==> src/rtl/dbus_arbiter.sv <==
// ---------------------------------------------------------------------------
// dbus_arbiter
//
// Shares the single 16-bit data port of the memory/IO subsystem between the
// CPU data port (C) and a DMA/debug master (D). Each cycle one requester is
// granted. The granted address is decoded to memory (addr >= MEMADDRBASE) or
// IO, byte write enables go only to the decoded target, and read data comes
// back one cycle later, steered by a registered target/owner select.
//
// Arbitration: OPEN state is round-robin between C and D. An accepted D
// transaction with d_lock=1 moves to LOCKED, where only D is granted. The
// lock ends when D stops requesting, when D completes a transaction with
// d_lock=0, or after MAX_LOCK locked cycles with C waiting. A forced release
// hands the next tie to C.
//
// Ports:
//   clk, reset        clock, asynchronous active-low reset
//   c_req/c_addr/c_wen/c_wdata   CPU request side;  c_gnt, c_rvalid outputs
//   d_req/d_lock/d_addr/d_wen/d_wdata  DMA request side; d_gnt, d_rvalid
//   rdata             shared read return data, qualified by c/d_rvalid
//   bus_addr/bus_wdata           address and write data to memory and IO
//   mem_dwrite_en/io_dwrite_en   per-target byte write enables
//   mem_dread_data/io_dread_data read data from the targets (1-cycle latency)
// ---------------------------------------------------------------------------
module dbus_arbiter #(
    parameter logic [15:0] MEMADDRBASE = 16'h2000,
    parameter int unsigned MAX_LOCK    = 16
) (
    input  logic        clk,
    input  logic        reset,
    input  logic        c_req,
    input  logic [15:0] c_addr,
    input  logic [1:0]  c_wen,
    input  logic [15:0] c_wdata,
    output logic        c_gnt,
    output logic        c_rvalid,
    input  logic        d_req,
    input  logic        d_lock,
    input  logic [15:0] d_addr,
    input  logic [1:0]  d_wen,
    input  logic [15:0] d_wdata,
    output logic        d_gnt,
    output logic        d_rvalid,
    output logic [15:0] rdata,
    output logic [15:0] bus_addr,
    output logic [15:0] bus_wdata,
    output logic [1:0]  mem_dwrite_en,
    output logic [1:0]  io_dwrite_en,
    input  logic [15:0] mem_dread_data,
    input  logic [15:0] io_dread_data
);

    localparam int unsigned      CNT_W    = (MAX_LOCK > 1) ? $clog2(MAX_LOCK) : 1;
    localparam logic [CNT_W-1:0] CNT_LAST = CNT_W'(MAX_LOCK - 1);

    typedef enum logic {
        ST_OPEN   = 1'b0,
        ST_LOCKED = 1'b1
    } state_t;

    state_t           state_q, state_d;
    logic             last_gnt_d_q, last_gnt_d_d;   // 1: D was granted last
    logic [CNT_W-1:0] lock_cnt_q, lock_cnt_d;
    logic             rd_pend_q, rd_pend_d;
    logic             rd_owner_d_q, rd_owner_d_d;   // 1: pending read belongs to D
    logic             rd_mem_q, rd_mem_d;

    logic [1:0]       gnt_wen;
    logic             sel_mem;
    logic             accept;

    // Grant decision. Grants are combinational and forced low while reset
    // is held so nothing leaks out during an asynchronous reset.
    always_comb begin
        c_gnt = 1'b0;
        d_gnt = 1'b0;
        if (reset) begin
            if (state_q == ST_LOCKED) begin
                d_gnt = d_req;
            end else if (c_req && d_req) begin
                c_gnt = last_gnt_d_q;
                d_gnt = !last_gnt_d_q;
            end else begin
                c_gnt = c_req;
                d_gnt = d_req;
            end
        end
    end

    // Bus mux and target decode. With no grant the bus parks on the CPU side.
    always_comb begin
        bus_addr      = d_gnt ? d_addr  : c_addr;
        bus_wdata     = d_gnt ? d_wdata : c_wdata;
        gnt_wen       = d_gnt ? d_wen : (c_gnt ? c_wen : 2'b00);
        sel_mem       = (bus_addr >= MEMADDRBASE);
        mem_dwrite_en = sel_mem ? gnt_wen : 2'b00;
        io_dwrite_en  = sel_mem ? 2'b00 : gnt_wen;
        accept        = c_gnt || d_gnt;
    end

    // Lock state machine, round-robin pointer and read-return bookkeeping.
    always_comb begin
        state_d      = state_q;
        lock_cnt_d   = lock_cnt_q;
        last_gnt_d_d = last_gnt_d_q;

        if (c_gnt) last_gnt_d_d = 1'b0;
        if (d_gnt) last_gnt_d_d = 1'b1;

        case (state_q)
            ST_OPEN: begin
                if (d_gnt && d_lock) begin
                    state_d    = ST_LOCKED;
                    lock_cnt_d = '0;
                end
            end
            ST_LOCKED: begin
                // Counts only cycles in which C is kept waiting.
                if (c_req && (lock_cnt_q != CNT_LAST)) begin
                    lock_cnt_d = lock_cnt_q + 1'b1;
                end
                if (!d_req || (d_gnt && !d_lock)) begin
                    state_d = ST_OPEN;
                end else if (c_req && (lock_cnt_q == CNT_LAST)) begin
                    // Forced release: mark D as last so C takes the next tie.
                    state_d      = ST_OPEN;
                    last_gnt_d_d = 1'b1;
                end
            end
            default: state_d = ST_OPEN;
        endcase

        rd_pend_d    = accept && (gnt_wen == 2'b00);
        rd_owner_d_d = d_gnt;
        rd_mem_d     = sel_mem;
    end

    always_ff @(posedge clk or negedge reset) begin
        if (!reset) begin
            state_q      <= ST_OPEN;
            last_gnt_d_q <= 1'b1;
            lock_cnt_q   <= '0;
            rd_pend_q    <= 1'b0;
            rd_owner_d_q <= 1'b0;
            rd_mem_q     <= 1'b0;
        end else begin
            state_q      <= state_d;
            last_gnt_d_q <= last_gnt_d_d;
            lock_cnt_q   <= lock_cnt_d;
            rd_pend_q    <= rd_pend_d;
            rd_owner_d_q <= rd_owner_d_d;
            rd_mem_q     <= rd_mem_d;
        end
    end

    // Read return: one cycle after the accepted read.
    assign c_rvalid = rd_pend_q && !rd_owner_d_q;
    assign d_rvalid = rd_pend_q && rd_owner_d_q;
    assign rdata    = rd_mem_q ? mem_dread_data : io_dread_data;

endmodule

==> config.mk <==
export PLATFORM = sky130hd
export DESIGN_NAME = dbus_arbiter
export DESIGN_NICKNAME = d
export VERILOG_FILES = /design/src/rtl/dbus_arbiter.sv
export SDC_FILE = /design/constraint.sdc
export NUM_CORES = 1
export LEC_CHECK = 0
export CAP_MARGIN = 0
export CORE_MARGIN = 1
export CORE_UTILIZATION = 26
export CTS_BUF_LIST = sky130_fd_sc_hd__clkbuf_16
export CTS_CLUSTER_SIZE = 28
export DETAILED_ROUTE_END_ITERATION = 6
export HOLD_SLACK_MARGIN = 0.12
export PLACE_DENSITY = 0.84
export SYNTH_ARGS = -nofsm -noshare
export SYNTH_HDL_FRONTEND = slang
export SYNTH_SLANG_ARGS = --single-unit
==> constraint.sdc <==
create_clock -name clk -period 2.2 [get_ports clk]
set_clock_uncertainty 0.2 [all_clocks]
set_input_delay 0.22 -clock clk [delete_from_list [all_inputs] [get_ports clk]]
set_output_delay 0.22 -clock clk [all_outputs]
set_load 0.005 [all_outputs]
After elaboration in Yosys (flattened, before gate mapping)
Cells that the tools add are included.

storage, ports and cells
  bits in registers = 9
  input bits = 105
  word-level logic and storage cells = 54

operators by class
  add/sub/neg operators = 1
  magnitude comparators = 1
  eq/ne operators = 4
  mux-type cells = 25
  bitwise operators = 1
  reductions and logical operators = 16

operator list
  cell                                                                                    count
  16-bit two-way mux                                                                      3
  16-bit by 14-bit greater-or-equal comparator with 1-bit output (second input constant)  1
  1-bit two-way mux                                                                       14
  1-bit logical AND                                                                       8
  2-bit two-way mux                                                                       4
  4-bit two-way mux                                                                       2
  4-bit one-hot mux with 2 select lines                                                   1
  4-bit by 1-bit adder with 4-bit output (second input constant)                          1
  4-bit equality test (second input constant)                                             1
  1-bit zero test                                                                         4
  4-bit != test (second input constant)                                                   1
  2-bit zero test                                                                         1
  1-bit logical OR                                                                        2
  2-bit by 1-bit != test with 1-bit output (second input constant)                        1
  2-bit != test (second input constant)                                                   1
  1-bit one-hot mux with 2 select lines                                                   1
  2-bit AND reduction                                                                     1
  1-bit NOT                                                                               1

Depth between registers and ports, before layout
Gate-level depths: netlist of the first run.

  depth in word-level cells = 9
  gate-level depth with buffers = 5
  gate-level depth less buffers = 4

Worst setup path before layout of the first run
OpenSTA, ideal clock, no wires.

  path kind = reg-to-output
  from = reg state_q
  to = out bus_addr[13]
  arrival = 1.424 ns
  required time = 1.780 ns
  path slack = 0.356 ns
  stages on the path, launching flop included = 6
  path through = dfrtp_1 and3b_1 or2_1 buf_6 inv_1 mux2_2

between the ends
  longest elaborated chain between the ends = 3

ends and longest elaborated chain
  item                    line  source
  start, declared         61    state_t state_q, state_d;
  start signal, assigned  147   state_q <= state_d;
  1-bit two-way mux       78    if (state_q == ST_LOCKED) begin
  1-bit two-way mux       77    if (reset) begin
  via d_gnt               42    output logic d_gnt,
  16-bit two-way mux      92    bus_addr = d_gnt ? d_addr : c_addr;
  end, declared           45    output logic [15:0] bus_addr,

The timed path passes the listed nets, and every way through them passes these cells.

Worst setup path after layout of the first run
  from = reg last_gnt_d_q
  to = out bus_wdata[15]

between the ends
  longest elaborated chain between the ends = 5

ends and longest elaborated chain
  item                    line  source
  start, declared         62    logic last_gnt_d_q, last_gnt_d_d;
  start signal, assigned  148   last_gnt_d_q <= last_gnt_d_d;
  1-bit zero test         82    d_gnt = !last_gnt_d_q;
  1-bit two-way mux       80    end else if (c_req && d_req) begin
  1-bit two-way mux       78
  1-bit two-way mux       77
  16-bit two-way mux      93    bus_wdata = d_gnt ? d_wdata : c_wdata;
  end, declared           46    output logic [15:0] bus_wdata,

No other way between the ends.

==> summary.md, run 1 <==
| Metric | Value |
|---|---|
| Startpoint Class | `flop` |
| Top cell type's share of synthesized area | `33.4%` |
| Final Max Slew Viols | `0` |
| Fmax | `437 MHz` |
| Area Growth Syn to Fin | `160%` |
| Max stage delay on crit path | `0.53 ns` |
| Final Hold Fails | `0` |
| #FFs+latches synth | `9` |
| Gate Count Post-Synth | `111` |
| Number of antenna violations at the first check in global routing | `1` |
| Drt total wl | `5.63 mm` |
| Syn Area/Cell | `between 10 and 15 sq um` |
| Max Cap Viol | `0` |
| EDFF count, synth | `0` |
| # nets final | `408` |
| Remaining global-route overflow | `0` |
| Total die area | `5120 sq um` |
| CTS tree | `done` |
| Crit-path slowest cell | `dfstp_2` |
| Vias per cell | `4.80` |
| RSZ-0062 raised after global routing | `yes` |
| # DRC | `0` |
| Overall Global Routing Usage | `a little over a fifth` |
| Worst min-delay path category | `input port to flop` |
| WP data arrival | `about 1.9 ns` |
| Wire per inst | `15.9 um` |
| Worst hold margin | `between 0.2 and 0.3 ns` |
| DRT iter0 DRCs | `27` |
| PwrDens | `471 nW/um^2` |
| Initial Util | `27.9%` |
| DR vias | `1700` |
| Largest area contributor in the synthesized netlist | `mux2_4` |
| FP Rows | `24` |
| Slew headroom | `76.2%` |
| ANT nets after route | `0` |
| Outcome | `complete, but fails checks` |
| Clock Path Buffers | `2` |
| IO Pins | `roughly 160` |
| Area contributors post-synth | `mux2_4 (33%), mux2_2 (18%), dfrtp_1 (16%)` |
| Max Fanout on Critical Path | `7` |
| Share of post-route cells with drive strength above 1 | `around 42%` |
| Count leader, synth | `mux2_4` |
| Mapped cell area | `1260 sq um` |
| CTS clk-pin slew, worst paths | `roughly 0.040 ns` |
| FF-to-FF setup slack | `0.46 ns` |
| GPL Wtd Cong | `0.807` |
| Most instantiated cells after synthesis | `mux2_4 (28), mux2_2 (20), dfrtp_1 (8)` |
| Post-synth top flop | `dfrtp_1` |
| WP buf/inv | `4` |
| Tcrit/Tclk final | `104%` |
| Mapped Nets | `roughly 220` |
| Worst-Margin Slew | `0.355 ns` |
| Min cycle time layout | `2.29 ns` |
| Setup TNS | `-0.663 ns` |
| CP endpoint kind | `output pin` |
| Die W | `71.5 um` |
| PortBufs | `160` |
| Endpoints failing setup | `22` |
| Clock Tree Root | `clkbuf_16` |
| Largest net degree at the start of global routing | `17` |
| Clk sinks | `9` |
| Die height | `between 70 and 80 um` |
| Num CTS Buffers | `3` |
| Seq/Total Area, Yosys | `18.0%` |
| WP data required | `1.78 ns` |
| Crit-path cells | `and3b_1 -> or2_4 -> buf_12 -> buf_12 -> buf_6 -> mux2_4 -> buf_6` |
| First-pass GRT wire length | `just over 8 mm` |
| Final worst-path setup slack | `-0.0870 ns` |
| Cell variety after synth | `33` |
| DRT Pass-1 Iters | `4` |
| Worst vdd ir | `approximately 0.32 mV` |
| Yosys warning count | `0` |
| DP HPWL | `4.48 mm` |
| Critical path type | `flop to output pin` |
| Vias in the first global route | `around 1800` |
| Worst skew pair latency | `0.23 ns` |
| Deepest level of the CTS H-tree | `1` |
| Failing checks | `negative setup slack` |
| Leakage power | `1.54 nW` |
| Asr flop ratio synth | `100%` |
| # fillers | `340` |
| Critical path's top delay family | `flip-flops` |
| Core area | `4500 sq um` |
## metrics by stage
step                      std cells  setup WS, ns  total power [mW]  cell area (sq um)  utilization [%]
after global routing            354        -0.137              1.63               3270             72.6
after CTS                       354        -0.101              1.54               3250             72.2
after global placement          336        -0.337              1.10               3010             66.9
after detailed placement        336        -0.360              1.13               3010             66.9
after floorplan                 111         0.356             0.645               1260                -
final                           354       -0.0870              1.54               3270             72.6
## cells in the final DEF, fill, tap and decap left out, types with 2 or more instances in the layout
cell,instances
dfrtp_1,8
buf_12,4
mux2_2,17
clkbuf_16,3
clkdlybuf4s50_1,119
mux2_4,31
dlymetal6s2s_1,3
nor2_1,2
buf_4,21
dlygate4sd2_1,2
o22ai_1,3
buf_6,28
and2_1,2
a211oi_1,2
inv_1,6
a21oi_1,2
nand2_1,2
a22o_1,2
nor3_1,2
buf_2,11
nand3_1,3
a32o_1,4
## per-layer routing
metal / share of wire (%) / GRT usage (%) / vias to the layer above / routed length (um)
met5: 0 / 0 / - / 0
met4: 1.9 / 7.84 / 0 / 108
met3: 11 / 6.05 / 11 / 598
met2: 54 / 41.9 / 117 / 3040
met1: 34 / 20.5 / 759 / 1890
li1: - / - / 813 / -
## worst register-to-register path, stage by stage (launching register included)
cell	delay [ns]
dfstp_2	0.36
and3b_1	0.19
or2_4	0.27
buf_6	0.15
buf_4	0.13
buf_4	0.13
a211oi_1	0.21
## state kept, by name (all words and copies together), names as in the netlist
register / cells
last_gnt_d_q: 1
lock_cnt_q: 4
rd_mem_q: 1
rd_owner_d_q: 1
rd_pend_q: 1
state_q: 1
## worst paths after layout
kind / startpoint / end / depth (start not counted)
max: last_gnt_d_q$_DFF_PN1_ / bus_wdata[15] / 7
min in group asynchronous: reset / lock_cnt_q[3]$_DFFE_PN0P_ / 4
min: d_req / last_gnt_d_q$_DFF_PN1_ / 3
max reg2reg: last_gnt_d_q$_DFF_PN1_ / state_q$_DFF_PN0_ / 6
max in group asynchronous: reset / last_gnt_d_q$_DFF_PN1_ / 4
min reg2reg: lock_cnt_q[0]$_DFFE_PN0P_ / lock_cnt_q[0]$_DFFE_PN0P_ / 1
## power breakdown
part / internal [mW] / leakage, nW / switching [mW] / total [mW]
clock network: 0.237 / 0.0423 / 0.0774 / 0.315
logic: 0.630 / 1.38 / 0.314 / 0.944
registers: 0.229 / 0.110 / 0.0512 / 0.280
total: 1.10 / 1.54 / 0.443 / 1.54
## logic make-up (layout without fill, tap and decap cells)
logic type	after synthesis	count (layout)	synth area share, %
compound gates	17	17	10.3
fa+ha+maj	1	1	0.995
buf+inv	12	202	8.06
flops	9	9	18.0
mux	49	49	52.1
other cells	0	1	0
simple gates	23	23	10.4
## final cells by class
class	count	area, sq um	area share (%)
clock buffer	3	75.1	2.30
inverter	6	25.0	0.765
clock inverter	1	3.75	0.115
tap	52	65.1	1.99
multi-input combinational	90	966	29.5
antenna	1	2.50	0.0765
timing repair buffer	192	1910	58.3
sequential	9	226	6.92
## repair_timing
item / in CTS / in global routing
pin swaps: 4 / 2
setup endpoints to repair: 38 / 37
hold buffers: 0 / 1
buffers inserted: 12 / 1
hold endpoints to repair: 0 / 9
gates cloned: 2 / 0
resized for setup: 175 / 13
(Power assumes the default switching activity.)
==> run 2: changes to the inputs <==
Clock period 2.2 ns to 2.3 ns, I/O delays scaled along.
==> summary.md, run 2 (synthesized netlist as in run 1, its figures left out) <==
| Metric | Value |
|---|---|
| Largest net degree at the start of global routing | `17 (unchanged)` |
| Clock Tree Root | `clkbuf_16 (unchanged)` |
| Sw frac | `29.4% (was 28.8%)` |
| Vias per cell | `4.90 (was 4.80)` |
| Worst min-delay path category | `flop to flop (was input port to flop)` |
| Sequential cell area | `226 sq um (unchanged)` |
| PortBufs | `160 (unchanged)` |
| Clock share of power | `19.4% (was 20.4%)` |
| Initial Util | `27.9% (unchanged)` |
| DRT Pass-1 Iters | `4 (unchanged)` |
| IO Pins | `161 (unchanged)` |
| Leakage power | `1.63 nW (was 1.54 nW)` |
| Tcrit/Tclk final | `102%` |
| Final Max Slew Viols | `0 (unchanged)` |
| Drt total wl | `6.16 mm (was 5.63 mm)` |
| Max FFs per register | `4 (unchanged)` |
| Most common cell after layout, fill and taps aside | `clkdlybuf4s50_1 (unchanged)` |
| Num CTS Buffers | `3 (unchanged)` |
| Overall Global Routing Usage | `22.7% (was 21.1%)` |
| Most frequent cells in the layout | `clkdlybuf4s50_1 (121), buf_6 (40), mux2_4 (30) (was clkdlybuf4s50_1 (119), mux2_4 (31), buf_6 (28))` |
| Worst skew pair latency | `0.24 ns (was 0.23 ns)` |
| Number of antenna violations at the first check in global routing | `0 (was 1)` |
| GPL Wtd Cong | `0.809 (was 0.807)` |
| Core area | `4500 sq um (unchanged)` |
| # diodes | `0 (was 1)` |
| Deepest level of the CTS H-tree | `1 (unchanged)` |
| Area of the multi-input gates | `966 sq um (unchanged)` |
| Clock Path Buffers | `2 (unchanged)` |
| Worst vdd ir | `0.291 mV (was 0.319 mV)` |
| Logic pwr share | `63.4% (was 61.3%)` |
| # nets final | `427 (was 408)` |
| Post-Layout Cell Count | `372 (was 354)` |
| Wire per inst | `16.5 um (was 15.9 um)` |
| DRT iter0 DRCs | `34 (was 27)` |
| Min cycle time layout | `2.35 ns` |
| CTS tree | `done (unchanged)` |
| Max Cap Viol | `0 (unchanged)` |
| Share of post-route cells with drive strength above 1 | `44.1% (was 41.5%)` |
| Outcome | `complete, but fails checks (unchanged)` |
| Setup TNS | `-0.206 ns (was -0.663 ns)` |
| Startpoint Class | `flop (unchanged)` |
| Slew headroom | `69.0% (was 76.2%)` |
| DR vias | `1821 (was 1700)` |
| Clk sinks | `9 (unchanged)` |
| Die height | `71.5 um (unchanged)` |
| DP HPWL | `4.38 mm (was 4.48 mm)` |
| Area Growth Syn to Fin | `175% (was 160%)` |
| WP data required | `1.87 ns (was 1.78 ns)` |
| Final Hold Fails | `0 (unchanged)` |
| Total die area | `5120 sq um (unchanged)` |
| Worst-Margin Slew | `0.463 ns (was 0.355 ns)` |
| Failing checks | `negative setup slack (unchanged)` |
| Dpl cells | `336 (unchanged)` |
| PwrDens | `456 nW/um^2 (was 471 nW/um^2)` |
| FP Rows | `24 (unchanged)` |
| Final Util | `76.7% (was 72.6%)` |
| Psw | `0.463 mW (was 0.443 mW)` |
| Seq pwr share | `17.1% (was 18.2%)` |
| Final worst-path setup slack | `-0.0529 ns (was -0.0870 ns)` |
| RSZ-0062 raised after global routing | `yes (unchanged)` |
| Vias in the first global route | `1911 (was 1809)` |
| Fmax | `425 MHz` |
| Most flop-heavy register | `lock_cnt_q (unchanged)` |
| Remaining global-route overflow | `0 (unchanged)` |
| First-pass GRT wire length | `9.05 mm (was 8.28 mm)` |
| # DRC | `0 (unchanged)` |
| Max Fanout on Critical Path | `6 (was 7)` |
| ANT nets after route | `0 (unchanged)` |
| CTS clk-pin slew, worst paths | `0.04 ns (about the same)` |
| Power Internal | `1.11 mW (was 1.10 mW)` |
| CP endpoint kind | `output pin (unchanged)` |
| Critical path type | `flop to output pin (unchanged)` |
| Pre-CTS WS | `-0.310 ns (was -0.360 ns)` |
| Endpoints failing setup | `5 (was 22)` |
| # fillers | `295 (was 340)` |
| Die W | `71.5 um (unchanged)` |
| WP data arrival | `1.92 ns (was 1.87 ns)` |
==> run 2: cell count changes in the layout (fill, tap and decap cells not counted), moves of 2 or more <==
cell,delta
buf_6,+12
buf_2,-7
clkbuf_2,+6
buf_4,+4
clkdlybuf4s50_1,+2
dlygate4sd2_1,+2
==> run 2: final timing paths <==
kind | slack, ns | depth (start not counted) | start | to
setup reg to reg | 0.39 | 7 | state_q$_DFF_PN0_ | state_q$_DFF_PN0_
hold reg to reg | 0.33 | 1 | lock_cnt_q[0]$_DFFE_PN0P_ | lock_cnt_q[0]$_DFFE_PN0P_
max in group asynchronous | 0.98 | 3 | reset | last_gnt_d_q$_DFF_PN1_
setup / recovery | -0.05 | 7 | last_gnt_d_q$_DFF_PN1_ | bus_wdata[3]
hold / removal | 0.33 | 1 | lock_cnt_q[0]$_DFFE_PN0P_ | lock_cnt_q[0]$_DFFE_PN0P_
min in group asynchronous | 0.57 | 3 | reset | lock_cnt_q[3]$_DFFE_PN0P_
==> run 2: area by class of cell <==
class | count | area share (%)
Timing Repair Buffer | 211 | 60.7
Multi-Input combinational cell | 90 | 28.0
Sequential cell | 9 | 6.55
Clock buffer | 3 | 2.17
Tap cell | 52 | 1.88
Inverter | 6 | 0.652
Clock inverter | 1 | 0.109
==> run 2: repair_timing <==
item	4_1_cts	5_1_grt
buffers inserted	29	1
hold buffers	1	0
gates cloned	2	0
endpoints found under the hold margin	9	0
pin swaps	2	3
setup endpoints to repair	38	36
resized for setup	144	39
==> run 2: worst max-delay path, cell delays in order, from the launching register on <==
cell and delay (ns):
dfstp_2 0.53, and3b_2 0.19, or2_4 0.23, buf_12 0.14, buf_6 0.10, buf_6 0.09
mux2_4 0.30, buf_6 0.12
==> run 2: metal layers <==
layer	wire (um)	global-route usage (%)
met4	142	7.63
met1	2090	22.1
met3	644	5.63
met5	0	0
met2	3280	46.0
==> run 2: through the flow <==
step                cell area (sq um)  power (mW)  hold slack, ns
floorplan                        1260       0.617          -0.266
finish                           3460        1.57           0.326
global route                     3460        1.66           0.347
global placement                 3010        1.05           0.295
detailed placement               3010        1.08           0.327
CTS                              3380        1.51           0.332
==> run 2: power by group through the flow <==
stage	registers [mW]	logic, mW	clock network (mW)
finish	0.270	0.999	0.306
global route	0.278	1.07	0.315
CTS	0.266	0.938	0.307
detailed placement	0.271	0.809	0
global placement	0.268	0.787	0
floorplan	0.264	0.353	0
